## src/rtl/fetch_ctrl.sv

```systemverilog
// Instruction fetch sequencer: owns the PC, runs a single-outstanding req/ack
// port to instruction memory and feeds IF/ID with backpressure and redirects.
module fetch_ctrl #(
  parameter logic [31:0] RESET_PC  = 32'h0000_0000,
  parameter logic [31:0] NOP_INSTR = 32'h0000_0013
) (
  input  logic        clk_i,
  input  logic        reset_i,
  input  logic        branch_taken_i,
  input  logic [31:0] pc_branch_i,
  input  logic        stall_i,
  output logic        imem_req_o,
  output logic [31:0] imem_addr_o,
  input  logic        imem_ack_i,
  input  logic [31:0] imem_rdata_i,
  output logic        if_valid_o,
  output logic [31:0] if_instr_o,
  output logic [31:0] if_pc_o,
  output logic        flush_o,
  output logic        misalign_o
);

  typedef enum logic [2:0] {S_IDLE, S_REQ, S_HOLD, S_DROP, S_HALT} state_e;

  state_e      state_q;
  logic [31:0] pc_q;
  logic [31:0] addr_q;
  logic        req_q;
  logic        out_valid_q;
  logic [31:0] out_instr_q;
  logic [31:0] out_pc_q;
  logic [31:0] hold_instr_q;
  logic [31:0] hold_pc_q;
  logic        misalign_q;
  logic        halt_pend_q;

  logic        ack;
  logic        consume;
  logic        can_accept;
  logic        target_misaligned;
  logic [31:0] pc_inc;

  assign ack               = imem_ack_i && req_q;
  assign consume           = out_valid_q && !stall_i;
  assign can_accept        = !out_valid_q || !stall_i;
  assign target_misaligned = pc_branch_i[1:0] != 2'b00;
  assign pc_inc            = pc_q + 32'd4;

  assign flush_o     = branch_taken_i && (state_q != S_HALT);
  assign imem_req_o  = req_q;
  assign imem_addr_o = addr_q;
  assign if_valid_o  = out_valid_q;
  assign if_instr_o  = out_instr_q;
  assign if_pc_o     = out_pc_q;
  assign misalign_o  = misalign_q;

  always_ff @(posedge clk_i) begin
    if (reset_i) begin
      state_q      <= S_IDLE;
      pc_q         <= RESET_PC;
      addr_q       <= RESET_PC;
      req_q        <= 1'b0;
      out_valid_q  <= 1'b0;
      out_instr_q  <= NOP_INSTR;
      out_pc_q     <= '0;
      hold_instr_q <= NOP_INSTR;
      hold_pc_q    <= '0;
      misalign_q   <= 1'b0;
      halt_pend_q  <= 1'b0;
    end else begin
      case (state_q)
        S_IDLE: begin
          state_q <= S_REQ;
          req_q   <= 1'b1;
          addr_q  <= pc_q;
        end

        S_REQ, S_HOLD, S_DROP: begin
          if (branch_taken_i) begin
            // The hold buffer is emptied simply by leaving HOLD.
            out_valid_q <= 1'b0;
            out_instr_q <= NOP_INSTR;
            pc_q        <= pc_branch_i;
            if (target_misaligned) begin
              misalign_q  <= 1'b1;
              halt_pend_q <= 1'b1;
            end
            if (req_q && !imem_ack_i) begin
              state_q <= S_DROP;
            end else if (target_misaligned || halt_pend_q) begin
              state_q <= S_HALT;
              req_q   <= 1'b0;
            end else begin
              state_q <= S_REQ;
              req_q   <= 1'b1;
              addr_q  <= pc_branch_i;
            end
          end else begin
            if (consume) begin
              out_valid_q <= 1'b0;
              out_instr_q <= NOP_INSTR;
            end
            case (state_q)
              S_REQ: begin
                if (ack) begin
                  pc_q   <= pc_inc;
                  addr_q <= pc_inc;
                  if (can_accept) begin
                    out_valid_q <= 1'b1;
                    out_instr_q <= imem_rdata_i;
                    out_pc_q    <= pc_q;
                  end else begin
                    hold_instr_q <= imem_rdata_i;
                    hold_pc_q    <= pc_q;
                    state_q      <= S_HOLD;
                    req_q        <= 1'b0;
                  end
                end
              end
              S_HOLD: begin
                if (!stall_i) begin
                  out_valid_q <= 1'b1;
                  out_instr_q <= hold_instr_q;
                  out_pc_q    <= hold_pc_q;
                  state_q     <= S_REQ;
                  req_q       <= 1'b1;
                  addr_q      <= pc_q;
                end
              end
              default: begin
                // DROP: the stale word is discarded; pc_q already holds the target.
                if (ack) begin
                  if (halt_pend_q) begin
                    state_q <= S_HALT;
                    req_q   <= 1'b0;
                  end else begin
                    state_q <= S_REQ;
                    addr_q  <= pc_q;
                  end
                end
              end
            endcase
          end
        end

        S_HALT: begin
          req_q       <= 1'b0;
          out_valid_q <= 1'b0;
          out_instr_q <= NOP_INSTR;
        end

        default: begin
          state_q <= S_IDLE;
          req_q   <= 1'b0;
        end
      endcase
    end
  end

endmodule
```

## config.mk

```make
export PLATFORM = sky130hd
export DESIGN_NAME = fetch_ctrl
export DESIGN_NICKNAME = d
export VERILOG_FILES = /design/src/rtl/fetch_ctrl.sv
export SDC_FILE = /design/constraint.sdc
export NUM_CORES = 1
export LEC_CHECK = 0
export CAP_MARGIN = 20
export CORE_ASPECT_RATIO = 0.6
export CORE_UTILIZATION = 50
export CTS_BUF_LIST = sky130_fd_sc_hd__clkbuf_16
export CTS_CLUSTER_DIAMETER = 200
export DETAILED_ROUTE_END_ITERATION = 6
export PLACE_DENSITY = 0.73
export SETUP_SLACK_MARGIN = 0.5
export SYNTH_ARGS = -nofsm -noshare
export SYNTH_HDL_FRONTEND = slang
export SYNTH_SLANG_ARGS = --single-unit
```

## constraint.sdc

```tcl
create_clock -name clk_i -period 4.8 [get_ports clk_i]
set_input_delay 1.44 -clock clk_i [delete_from_list [all_inputs] [get_ports clk_i]]
set_output_delay 1.44 -clock clk_i [all_outputs]
set_load 0.01 [all_outputs]
```

# After elaboration in Yosys (flattened, before gate mapping)
# Index checks and enable logic that the tools add are counted.
[totals]
ff_bits = 198
input_bits = 69
out_inout_bits = 100
wordCells = 103
[classes]
n_addsub = 1
n_eq_ne = 16
mux = 49
n_bitwise = 3
n_reduce_logical = 24
[op_table]
columns = ["operator", "n"]
rows = [
  ["$mux W32", 17],
  ["$pmux W32 S2", 5],
  ["$add A32 B3 Y32 const B", 1],
  ["$mux W3", 8],
  ["$ne A4 B4 Y1 const B", 4],
  ["$mux W1", 13],
  ["$reduce_and A6 Y1", 2],
  ["$reduce_bool A2 Y1", 6],
  ["$ne A5 B5 Y1 const B", 2],
  ["$reduce_and A5 Y1", 2],
  ["$ne A3 B3 Y1 const B", 3],
  ["$pmux W3 S3", 1],
  ["$pmux W1 S2", 4],
  ["$reduce_and A7 Y1", 1],
  ["$eq A3 B2 Y1 const B", 2],
  ["$ne A2 B2 Y1 const B", 3],
  ["$pmux W3 S2", 1],
  ["$reduce_and A3 Y1", 2],
  ["$logic_and A1 B1 Y1", 4],
  ["$eq A3 B1 Y1 const B", 1],
  ["$eq A3 B3 Y1 const B", 1],
  ["$logic_not A1 Y1", 3],
  ["$logic_not A3 Y1", 1],
  ["$not A1 Y1", 3],
  ["2 further kinds", 3],
]

# Longest topological paths before layout
# Gate-level depths: netlist (run 1).
[depth]
ltp_word = 8
ltp_mapped = 10

# Worst setup path after synthesis (run 1)
# OpenSTA, ideal clock, no wires.
[synth_path]
path_type = "input port to output port"
start = "in branch_taken_i"
end = "out flush_o"
arrival_ns = 1.919
setup_slack_ns = 1.441
cell_stages = 3
n_path_buf = 1
path_cell_list = "inv_1 -> clkbuf_1 -> a21oi_1"
[synth_via]
elab_chain_cells = 1
[synth_rtl]
columns = ["element", "line", "text"]
rows = [
  ["start: declaration", "9", "input logic branch_taken_i,"],
  ["$logic_and A1 B1 Y1", "49", "assign flush_o = branch_taken_i && (state_q != S_HALT);"],
  ["end: declaration", "19", "output logic flush_o,"],
]
# Every way passes these cells.

# Worst setup path after layout (run 1)
# Same ends and word-level chain as after synthesis.

==> results.md, run 1 <==
- The logic gate share of total power is 37.0%.
- The number of input and output port buffers inserted is 168.
- Wires add up to 32410 um.
- Walking the worst path, the cells encountered are buf_2 > inv_1 > a21oi_1 > clkdlybuf4s50_1.
- The final cell count without fillers is 1672.
- The critical-path maximum fanout is 2.
- The width of the die is 187.2 um.
- Of the total synthesized cell area, the portion taken by AND, OR, NAND and NOR gates is 23.96%.
- The adder-cell share of the synthesized area is 0.1216%.
- The count of final setup violators is 0.
- For this design, the slowest cell found on the critical path is sky130_fd_sc_hd__clkdlybuf4s50_1.
- The pin count of the biggest net entering global routing is 99.
- The internal power summed over all cells is 3373 uW.
- After detailed routing, the number of vias per cell comes to 6.129.
- The hold-critical path depth is 2.
- The post-CTS setup buffer count is 0.
- The tree is rooted in a sky130_fd_sc_hd__clkbuf_16.
- The worst setup path is launched from an input port.
- Adding up every negative setup slack in the final design gives 0 ns.
- The compound-gate portion of the synthesized area is 26.76%.
- Summed over all layers, the global routing overflow is 0.
- The relative contribution of the clock network to total power is 24.4%.
- Cells with a size suffix above 1 make up 6.648% of the layout.
- The clock arrives with 0.01095 ns of skew.
- The family of cells with the greatest summed delay on the critical path is buffers and inverters.
- The number of cells after detailed placement is 1640.
- TritonCTS built the clock tree.
- The register-to-register setup slack is 1.77 ns.
- The launching instance or port of the critical path is branch_taken_i.
- The final clock period utilization by the worst path is 79.40%.
- During synthesis, Yosys emitted a total of 0 warnings.
- The clock reaches the later pin of the worst-skew pair after 0.44 ns.
- The floorplan step defined a die boundary enclosing 21170 um2.
- The total DRC errors in the routed layout is 0.
- The post-cts resize count is 0.
- The initial core utilization is 51.26%.
- The min-delay analysis places its worst path in the category flop to flop.
- Data arrives at the worst endpoint at 2.37 ns.
- In this run the remaining antenna-violating nets after routing total 0.
- The clock sink total is 198.
- The worst setup path is captured at an output pin.
- Counting the buffers created by CTS gives 17.
- The first-iteration detailed-routing DRC count is 1561.
- The number of enable-type register cells in the synthesized netlist is 0.
- After clock tree synthesis, the flow added hold-fix buffers numbering 0.
- The number of global-route vias before repair is 9044.
- The layout has 1787 filler cells.
- Multiplexer cells account for 2.347% of the synthesized area.
- The final antenna diode count is 0.
- After floorplanning, the core was divided into 40 placement rows.
- At the pin with the least slew margin, the transition time is 0.9811 ns.
- The signed area change from the synthesized netlist to the final layout is 20.36%.
- For hold timing, the worst endpoint is hold_pc_q[1].
- Setup repair after global routing left no endpoint under its margin.
- The count of final hold-check violations is 0.
- The xor and xnor fraction of the mapped netlist area is 1.265%.
- Data on the critical path is required at its endpoint by 3.36 ns.
- After the last flow step, the layout net total stands at 1456.
- Of the synthesized area, sequential elements account for 38.53%.
- The share of total power dissipated in sequential elements is 38.7%.
- The dominant combinational cell family by area after synthesis is compound AO/OA/AOI/OAI gates.
- In this run the power density over the cells is 451.7 nW/um2.
- The completed layout was analyzed and its total power is 5593 uW.
- The per-cell routed wire length is 19.39 um.
- The sum of net half-perimeters after detailed placement is 21440 um.
- The netlist area before placement is 10290 um2.
- The run finished with clean final reports.
- Pin placement for this block handled 169 I/O pins.
- The initial antenna violation count came to 0.
- In this run the critical register-to-register path is launched from state_q[2].
- The worst hold path begins at hold_pc_q[1].
- The synthesized net count is 1383.
- The flip-flop and latch count after synthesis is 198.
- The number of max-slew violations in the final report came to 0.
- The total iterations of the first detailed-routing run is 5.
- The worst-case IR drop observed on VDD is 0.0003030 V.
- The delay of the slowest cell on the worst path is 0.57 ns.
- The number of different library cells used by synthesis comes to 77.
- After clock tree synthesis, the clock-pin slew on the worst setup and hold paths is 0.07 ns.
- For this run, the leading register cell type out of synthesis is sky130_fd_sc_hd__dfxtp_1.
- From bottom edge to top edge, the die measures 113.1 um.
- The depth of the most critical reg-to-reg path is 6.
- Max-cap violations in this run came to 0.
- The first global-routing pass estimated 51010 um of wire.
- Of all flip-flops after synthesis, the portion carrying an async set or reset was 0%.
- In this run switching power makes up 39.70% of total power.
- The reported net switching power is 2220 uW.
- In the global route stage, overall resource usage came out at 30.47%.
- The total number of vias is 10247.
- The endpoint of the worst register-to-register path is imem_addr_o[12].
- The relative slew slack is 34.60%.
- The leakage power total is 0.004296 uW.
- The core region is 20070 um2.
- The number of buffers on the longest clock path is 2.
- Based on the critical path, the design can be clocked at up to 262.4 MHz.
- Synthesis handed over a netlist of 1313 instances.
- The routability-driven placement congestion ratio is 0.8801.
- Once layout is complete, the utilization of the core stands at 61.70%.
- Hold is met by 0.4549 ns.
- The worst path needs 3.811 ns of the cycle, external delays included.
- The H-tree depth reported by CTS is 4.
- Together, buffers and inverters on the worst path number 3.
- The critical path is of the input port to output pin type.
- The average size of a mapped cell is 7.835 um2.
## cell type report
cell class / instances / area (um2) / share of cell area, %
clock buffers: 17 / 425.4 / 3.436
clock inverters: 15 / 116.4 / 0.9398
inverters: 7 / 26.28 / 0.2122
multi-input cells: 970 / 5617 / 45.36
flip-flops and latches: 198 / 3964 / 32.01
well taps: 273 / 341.6 / 2.759
repair buffers: 192 / 1892 / 15.28
## registers in the layout, indices dropped and copies added (netlist names)
signal / count
hold_pc_q: 32
if_valid_o: 1
pc_q: 32
if_instr_o: 32
imem_addr_o: 32
imem_req_o: 1
halt_pend_q: 1
if_pc_o: 32
state_q: 3
hold_instr_q: 32
## cells by family (layout without fill, tap and decap cells)
kind of cell	count (synthesis)	in the layout
simple gates	537	537
mux	24	24
fa+ha+maj	1	1
compound gates	394	394
flops	198	198
buf+inv	145	231
xor+xnor	14	14
## power by group through the flow
stage                     sequential (uW)  combinational [uW]  clock (uW)
after floorplan                      2080                1360           0
after global placement               2180                1990           0
after global routing                 2180                2230        1450
after detailed placement             2170                2020           0
after CTS                            2140                2030        1380
final                                2160                2070        1360
## synthesized netlist by cell type, types with 11 or more instances
| library cell | count | area share, % |
|---|---|---|
| sky130_fd_sc_hd__a211oi_1 | 12 | 0.88 |
| sky130_fd_sc_hd__a21o_1 | 24 | 1.8 |
| sky130_fd_sc_hd__a21oi_1 | 104 | 5.1 |
| sky130_fd_sc_hd__a22o_1 | 35 | 3.0 |
| sky130_fd_sc_hd__a22oi_1 | 26 | 1.9 |
| sky130_fd_sc_hd__a311oi_1 | 50 | 4.3 |
| sky130_fd_sc_hd__a31oi_1 | 29 | 1.8 |
| sky130_fd_sc_hd__and3_1 | 26 | 1.6 |
| sky130_fd_sc_hd__buf_2 | 28 | 1.4 |
| sky130_fd_sc_hd__buf_4 | 11 | 0.80 |
| sky130_fd_sc_hd__buf_6 | 12 | 1.3 |
| sky130_fd_sc_hd__clkbuf_1 | 81 | 3.0 |
| sky130_fd_sc_hd__dfxtp_1 | 198 | 39 |
| sky130_fd_sc_hd__mux2i_1 | 23 | 2.2 |
| sky130_fd_sc_hd__nand2_1 | 269 | 9.8 |
| sky130_fd_sc_hd__nand3_1 | 33 | 1.6 |
| sky130_fd_sc_hd__nor2_1 | 122 | 4.5 |
| sky130_fd_sc_hd__nor3_1 | 19 | 0.92 |
| sky130_fd_sc_hd__o21ai_0 | 37 | 1.8 |
| sky130_fd_sc_hd__o221ai_1 | 20 | 1.7 |
## layer usage
metal	GRT usage, %	wire (um)
met5	0	0
met2	38.71	12350
met4	7.268	355
met1	49.32	15810
met3	7.320	3893
## worst max-delay path by stage
stage	cells past startpoint	end
6_report	4	flush_o
3_3_place_gp	7	if_instr_o[21]
3_5_place_dp	7	if_instr_o[5]
5_1_grt	7	if_instr_o[17]
4_1_cts	4	flush_o
2_1_floorplan	3	flush_o
## through the flow
| stage | cell area, um2 | worst slack (ns) |
|---|---|---|
| after floorplan | 10290 | 1.441 |
| after global placement | 11840 | 0.8688 |
| after detailed placement | 11840 | 0.7050 |
| after CTS | 12380 | 1.011 |
| after global routing | 12380 | 0.9887 |
| final | 12380 | 0.9886 |
## worst register-to-register path, stage by stage (launching register included)
cell	delay (ns)
sky130_fd_sc_hd__dfxtp_1	0.76
sky130_fd_sc_hd__o21ba_2	0.40
sky130_fd_sc_hd__nand2_2	0.21
sky130_fd_sc_hd__or2_1	0.19
sky130_fd_sc_hd__nand3_1	0.56
sky130_fd_sc_hd__a311oi_1	0.66
sky130_fd_sc_hd__nor3_1	0.09
## cells in the final DEF, fill, tap and decap left out, types with 4 or more instances in the layout
cell type	instances
sky130_fd_sc_hd__a21oi_1	104
sky130_fd_sc_hd__a221oi_1	5
sky130_fd_sc_hd__xnor2_1	9
sky130_fd_sc_hd__clkdlybuf4s50_1	166
sky130_fd_sc_hd__a21o_1	24
sky130_fd_sc_hd__inv_1	9
sky130_fd_sc_hd__xor2_1	4
sky130_fd_sc_hd__nand3_1	32
sky130_fd_sc_hd__nand2_1	269
sky130_fd_sc_hd__a22o_1	35
sky130_fd_sc_hd__o221ai_1	20
sky130_fd_sc_hd__a211oi_1	12
sky130_fd_sc_hd__dfxtp_1	198
sky130_fd_sc_hd__nor4_1	5
sky130_fd_sc_hd__buf_4	22
sky130_fd_sc_hd__a22oi_1	26
sky130_fd_sc_hd__nor2_1	121
sky130_fd_sc_hd__nand3b_1	7
sky130_fd_sc_hd__nand2b_1	10
sky130_fd_sc_hd__nor3_1	19
sky130_fd_sc_hd__a31oi_1	29
sky130_fd_sc_hd__a311oi_1	50
sky130_fd_sc_hd__and2_1	5
sky130_fd_sc_hd__o211ai_1	4
sky130_fd_sc_hd__nand4_1	4
sky130_fd_sc_hd__nor2_2	4
sky130_fd_sc_hd__o31ai_1	10
sky130_fd_sc_hd__and3_1	25
sky130_fd_sc_hd__o21ai_0	36
sky130_fd_sc_hd__mux2i_1	23
sky130_fd_sc_hd__clkbuf_16	17
sky130_fd_sc_hd__inv_6	9
Note: power is estimated with default switching activity, not from simulation.
==> run 2: changes to the inputs <==
--- a/config.mk
+++ b/config.mk
@@ -7,11 +7,11 @@
 export LEC_CHECK = 0
 export CAP_MARGIN = 20
 export CORE_ASPECT_RATIO = 0.6
-export CORE_UTILIZATION = 50
+export CORE_UTILIZATION = 49
 export CTS_BUF_LIST = sky130_fd_sc_hd__clkbuf_16
 export CTS_CLUSTER_DIAMETER = 200
 export DETAILED_ROUTE_END_ITERATION = 6
-export PLACE_DENSITY = 0.73
+export PLACE_DENSITY = 0.74
 export SETUP_SLACK_MARGIN = 0.5
 export SYNTH_ARGS = -nofsm -noshare
 export SYNTH_HDL_FRONTEND = slang
==> constraint.sdc (replaced) <==
create_clock -name clk_i -period 3.1 [get_ports clk_i]
set_input_delay 0.93 -clock clk_i [delete_from_list [all_inputs] [get_ports clk_i]]
set_output_delay 0.93 -clock clk_i [all_outputs]
set_load 0.01 [all_outputs]
==> run 2 against run 1 <==
The flow now finishes with violations (design-rule violations). Clock-buffer cell count unchanged. Register-to-register slack got worse by 1.2 ns. First-iteration DRC count decreased by 5.5%. Critical path type is now flop to flop. Cell area increased by 4.1%. Largest cell class unchanged. Non-clock buffer count increased by 35. Via count increased by 3.3%. Largest power group is now combinational cells.
==> results.md, run 2 (synthesis gave the netlist of run 1 again) <==
- The wire-length estimate of the detail-placed layout is 22710 um.
- The initial antenna violation count came to 0.
- The share of total power dissipated in sequential elements is 35.7%.
- The tool flagged a number of max-cap violations equal to 0.
- The final clock period utilization by the worst path is 82.75%.
- The wire length of the first global-routing pass is 53590 um.
- For this design the total switching power over the nets is 3526 uW.
- The first-iteration detailed-routing DRC count is 1475.
- The H-tree depth reported by CTS is 4.
- After detailed routing, the average wire length per cell comes to 20.23 um.
- 0 antenna diodes ended up in the layout.
- Cell internal power was estimated by the tool at 5682 uW.
- The width of the die is 189.1 um.
- The worst clock skew is 0.01405 ns.
- For this configuration, the core starts out at a cell density of 50.75%.
- The number of buffer and inverter instances along the worst setup path is 0.
- Leaving out fill and tap cells, the most frequent cells in the layout are sky130_fd_sc_hd__nand2_1, sky130_fd_sc_hd__dfxtp_1, sky130_fd_sc_hd__clkdlybuf4s50_1.
- The total chip power is 9208 uW.
- The worst hold path class is flop to flop.
- The signed area change from the synthesized netlist to the final layout is 25.32%.
- The power density over cell area is 714.2 nW/um2.
- The post-layout net count is 1491.
- The post-cts hold buffer count is 0.
- The largest voltage drop on the vdd net is 0.0005022 V.
- The area of the core is 20270 um2.
- The clock tree from TritonCTS is built.
- The count of final hold-check violations came to 0.
- At the pin with the least slew margin, the transition time is 0.7525 ns.
- The clock passes through at most 2 buffers.
- Across every metal layer, demand over resource in global routing totals 31.66%.
- The final critical delay including setup and external delays is 2.565 ns.
- Detailed routing placed a total of 4430 um of wire on met3.
- The net switching share of the total power is 38.29%.
- Entering global routing, the biggest net connects 89 pins.
- The CTS buffer count is 17.
- The number of max-slew violations in the final report is 0.
- Counting every sink on the clock net gives 198.
- Among cell families on the critical path, the largest total delay comes from simple AND/OR/NAND/NOR gates.
- The standard-cell row count is 40.
- For this run, the detailed router's first-pass iteration total came to 7.
- The logic gate share of total power is 38.7%.
- The slowest stage cell on the critical path is sky130_fd_sc_hd__dfxtp_1.
- The clock insertion delay at the later pin of the skew report is 0.45 ns.
- Headroom to the max-slew limit came out at 49.47%.
- The worst setup path category is flop to flop.
- The largest single stage delay on the critical path is 0.69 ns.
- The run finished, with violations left.
- For this block, the via count after detailed routing is 10588.
- The number of global-route vias before repair came to 9507.
- 169 I/O pins were placed.
- The top layer reached by signal wires is met4.
- The maximum clock frequency is 389.8 MHz.
- Setup repair after global routing left no endpoint under its margin.
- STA classifies the critical path endpoint as a flop.
- During placement, the flow inserted port buffers numbering 168.
- The arrival time of the worst setup path is 2.89 ns.
- The critical path goes through nand4_2 > or3_4 > or3_4 > xnor2_2 > a222oi_1 > a211oi_2.
- Of the cells placed in the final design, the portion with a size suffix greater than 1 is 9.560%.
- The sum of routed wire length over all layers is 34520 um.
- The count of final setup violators is 0.
- For this design the static power due to leakage is 0.004548 uW.
- In the detailed route, the total length drawn on met2 is 13230 um.
- The checks that failed: design-rule violations.
- The clock-pin transition on the worst setup and hold timing paths is 0.07 ns.
- The clock root buffer is sky130_fd_sc_hd__clkbuf_16.
- The worst path required time is 3.42 ns.
- The detail route stage leaves a number of antenna-violating nets equal to 0.
- Among the stages of the critical path, the cell type that occurs most often is sky130_fd_sc_hd__or3_4.
- The die covers 21600 um2.
- In this run the worst path has a maximum fanout of 11.
- The most common cell after layout, fill and taps aside is sky130_fd_sc_hd__nand2_1.
- The relative contribution of the clock network to total power is 25.6%.
- Dividing the detail-routed via count by the number of cells gives 6.206.
- The routability-driven placement congestion ratio is 0.9205.
- The detailed router put a total of 16470 um of wire on met1.
- The layout has 1785 filler cells.
- The die height is 114.2 um.
- The total DRC errors in the routed layout is 1.
- The setup total negative slack is 0 ns.
- The total congestion overflow is 0.
- The startpoint class of the critical path is a flop.
run 2: final cells by class:
type | count | area, um2 | share of cell area (%)
multi-input cells | 970 | 5645 | 43.79
flip-flops and latches | 198 | 3970 | 30.79
repair buffers | 227 | 2297 | 17.82
clock buffers | 17 | 425.4 | 3.300
well taps | 273 | 341.6 | 2.649
clock inverters | 14 | 186.4 | 1.446
inverters | 7 | 26.28 | 0.2038
run 2: layer usage:
metal / vias to the layer above / track usage, %
li1: 4946 / -
met1: 4994 / 50.04
met2: 615 / 40.64
met3: 33 / 9.286
met4: 0 / 6.989
met5: - / 0
run 2: path summary, 6_finish.rpt:
check,from,endpoint,slack (ns),depth (start not counted)
max,pc_q[4],imem_addr_o[18],0.53,6
min,hold_instr_q[11],hold_instr_q[11],0.46,2
max reg2reg,pc_q[4],imem_addr_o[18],0.53,6
min reg2reg,hold_instr_q[11],hold_instr_q[11],0.46,2
run 2: what timing repair did:
action	4_1_cts	5_1_grt
gates cloned	0	1
buffers inserted	0	1
pin swaps	0	1
setup endpoints to repair	2	46
gates resized for setup	5	8
run 2: power groups by stage:
stage | Sequential, uW | Clock, uW | Combinational (uW)
after floorplan | 3220 | 0 | 2110
after global placement | 3310 | 0 | 3370
after detailed placement | 3310 | 0 | 3450
after CTS | 3260 | 2380 | 3470
after global routing | 3320 | 2490 | 3830
final | 3290 | 2360 | 3560
run 2: through the flow:
step | cells | hold slack (ns) | utilization, % | setup slack (ns) | instance area (um2)
after global routing | 1706 | 0.4696 | 63.60 | 0.5020 | 12890
after floorplan | 1313 | 0.4357 | - | 0.6857 | 10290
after detailed placement | 1673 | 0.4469 | 60.25 | 0.04743 | 12210
final | 1706 | 0.4551 | 63.60 | 0.5347 | 12890
after CTS | 1704 | 0.4568 | 63.30 | 0.5155 | 12830
after global placement | 1673 | 0.4420 | 60.25 | 0.1901 | 12210
run 2: worst reg2reg max path, delay by kind of cell, from the launching register on:
kind | cells | cell delay [ns]
AOI/OAI and AO/OA | 2 | 0.50
xor gates and xnor gates | 1 | 0.14
DFF | 1 | 0.69
and+or+nand+nor | 3 | 1.12
==> run 3: changes to the inputs <==
--- a/config.mk
+++ b/config.mk
@@ -7,11 +7,11 @@
 export LEC_CHECK = 0
 export CAP_MARGIN = 20
 export CORE_ASPECT_RATIO = 0.6
-export CORE_UTILIZATION = 49
+export CORE_UTILIZATION = 50
 export CTS_BUF_LIST = sky130_fd_sc_hd__clkbuf_16
 export CTS_CLUSTER_DIAMETER = 200
 export DETAILED_ROUTE_END_ITERATION = 6
-export PLACE_DENSITY = 0.74
+export PLACE_DENSITY = 0.73
 export SETUP_SLACK_MARGIN = 0.5
 export SYNTH_ARGS = -nofsm -noshare
 export SYNTH_HDL_FRONTEND = slang
==> constraint.sdc (replaced) <==
create_clock -name clk_i -period 2.64 [get_ports clk_i]
set_input_delay 0.792 -clock clk_i [delete_from_list [all_inputs] [get_ports clk_i]]
set_output_delay 0.792 -clock clk_i [all_outputs]
set_load 0.01 [all_outputs]
==> run 3 against run 2 <==
The flow now finishes without violations. Maximum frequency up 12%. Cell area up 4.7%. Clock skew down 0.0038 ns. Largest cell class unchanged. Largest power group unchanged. Highest routed layer unchanged.
==> results.md, run 3 (synthesis gave the netlist of run 1 again) <==
- The path class of the tightest hold or removal check is flop to flop.
- The total die area is 21170 um2.
- Headroom to the max-slew limit came out at 53.32%.
- The H-tree was split into 4 levels.
- The standard-cell row count is 40.
- The initial antenna violation count is 0.
- The top layer reached by signal wires is met4.
- The clock tree from TritonCTS is built.
- The clock drives 198 sinks.
- The worst setup path category is flop to flop.
- The final critical delay including setup and external delays is 2.280 ns.
- The worst clock skew is 0.01028 ns.
- After detailed routing, the met2 layer carries 13280 um of wire.
- The area of all sequential standard cells is 3999 um2.
- The startpoint class of the critical path is a flop.
- The number of max-slew violations in the final report is 0.
- The most common cell after layout, fill and taps aside is sky130_fd_sc_hd__nand2_1.
- The total DRC errors in the routed layout is 0.
- The total iterations of the first detailed-routing run is 6.
- The worst path required time is 2.96 ns.
- The area of the core is 20070 um2.
- The number of top-level design ports is 169.
- For this block, wires on met1 add up to 16470 um.
- The wire length of the first global-routing pass is 54630 um.
- From left edge to right edge, the die measures 187.2 um.
- The count of final hold-check violations came to 0.
- The detailed-routed wire length on met3 is 4718 um.
- The final antenna diode count is 0.
- The initial core utilization is 51.26%.
- The sum of routed wire length over all layers is 35150 um.
- The clock-pin transition on the worst setup and hold timing paths is 0.08 ns.
- The clock passes through at most 2 buffers.
- The finished layout holds 1761 standard cells, fillers aside.
- The first-iteration detailed-routing DRC count is 1561.
- For the worst setup path, the data arrival time is 2.60 ns.
- The routability-driven placement congestion ratio is 0.9044.
- The ratio of cells with drive above 1 in the final layout is 14.99%.
- The number of global-route vias before repair is 9728.
- The final design instance area without fill is 13500 um2.
- The flow ran to the end, and the final reports show no timing, DRC or antenna violations.
- Entering global routing, the biggest net connects 86 pins.
- On the final layout, the worst hold slack is 0.4564 ns.
- The largest voltage drop on the vdd net is 0.0006495 V.
- The actual transition at the worst max-transition pin is 0.6955 ns.
- The total of fill cells in the finished design is 1660.
- The routed layout has 10972 vias.
- The clock reaches the later pin of the worst-skew pair after 0.46 ns.
- The final clock period utilization by the worst path is 86.38%.
- The number of input and output port buffers inserted is 168.
- The combined area of the multi-input logic cells is 5822 um2.
- Global routing consumed, over all layers together, 32.80% of the routing resources.
- The number of placed instances, taps included, is 1706.
- The per-cell routed wire length is 19.96 um.
- The count of final setup violators is 0.
- Timing would allow up to 438.5 MHz.
- The type of element capturing the critical path is a flop.
- In the final timing run, aggregate negative setup slack is 0 ns.
- The signed area change from the synthesized netlist to the final layout is 31.20%.
- Power comes to 10970 uW.
- The antenna violation net count after detailed routing is 0.
- The post-layout net count is 1545.
- The die height is 113.1 um.
- Across the run, the number of max-cap violations was 0.
- The sum of net half-perimeters after detailed placement is 23050 um.
- TritonCTS created 17 clock buffers.
- For this run the aggregate overflow at the end of global routing stands at 0.
- Setup repair after global routing could not meet its margin everywhere.
- The area of placed instances is 12510 um2.
- The tree is rooted in a sky130_fd_sc_hd__clkbuf_16.
- The analysis attributes to cell leakage a power of 0.005584 uW.
- The critical-path maximum fanout is 2.
- The power density over cell area is 813.1 nW/um2.
- The library cells used most frequently in the layout, excluding fill and tap cells, are sky130_fd_sc_hd__nand2_1, sky130_fd_sc_hd__dfxtp_1, sky130_fd_sc_hd__nor2_1.
- The via density per instance is 6.231.
run 3: timing repair:
item | CTS | global route
pin swaps | 13 | 16
setup endpoints to repair | 183 | 99
setup buffers | 8 | 11
gates resized for setup | 111 | 56
hold buffers | 0 | 0
gates cloned | 3 | 1
run 3: worst paths after layout:
path / from / end / slack, ns / cells past startpoint
max: pc_q[2] / imem_addr_o[18] / 0.36 / 7
min: hold_instr_q[30] / hold_instr_q[30] / 0.46 / 2
max reg2reg: pc_q[2] / imem_addr_o[18] / 0.36 / 7
min reg2reg: hold_instr_q[30] / hold_instr_q[30] / 0.46 / 2
run 3: critical path, stage by stage (launching register included):
cell and delay [ns]:
sky130_fd_sc_hd__dfxtp_2 0.36, sky130_fd_sc_hd__ha_4 0.17, sky130_fd_sc_hd__nand4_4 0.08, sky130_fd_sc_hd__or3_4 0.35
sky130_fd_sc_hd__or3_4 0.36, sky130_fd_sc_hd__xnor2_2 0.14, sky130_fd_sc_hd__a222oi_1 0.53, sky130_fd_sc_hd__a211oi_2 0.14
run 3: final cells by class:
class,instances,area share [%]
Clock buffer,17,3.152
Clock inverter,15,0.7787
Inverter,7,0.1947
Multi-Input combinational cell,970,43.14
Sequential cell,198,29.63
Tap cell,273,2.531
Timing Repair Buffer,281,20.58
run 3: report_power, final:
part | internal (uW) | switching [uW] | leakage [uW]
logic | 2040 | 2650 | 0.00371
clock network | 1210 | 1260 | 0.000258
registers | 3390 | 417 | 0.00162
run 3: per-stage QoR:
step                      setup WS (ns)  utilization [%]
final                            0.3596            67.25
after global routing             0.3393            67.25
after detailed placement        -0.1103            62.35
after CTS                        0.3721            65.83
after global placement         -0.07744            62.35
after floorplan                  0.4715                -
run 3: routing by layer:
| layer | global-route usage, % | up-vias |
|---|---|---|
| li1 | - | 5065 |
| met1 | 51.35 | 5113 |
| met2 | 41.09 | 729 |
| met3 | 10.36 | 65 |
| met4 | 9.836 | 0 |
| met5 | 0 | - |
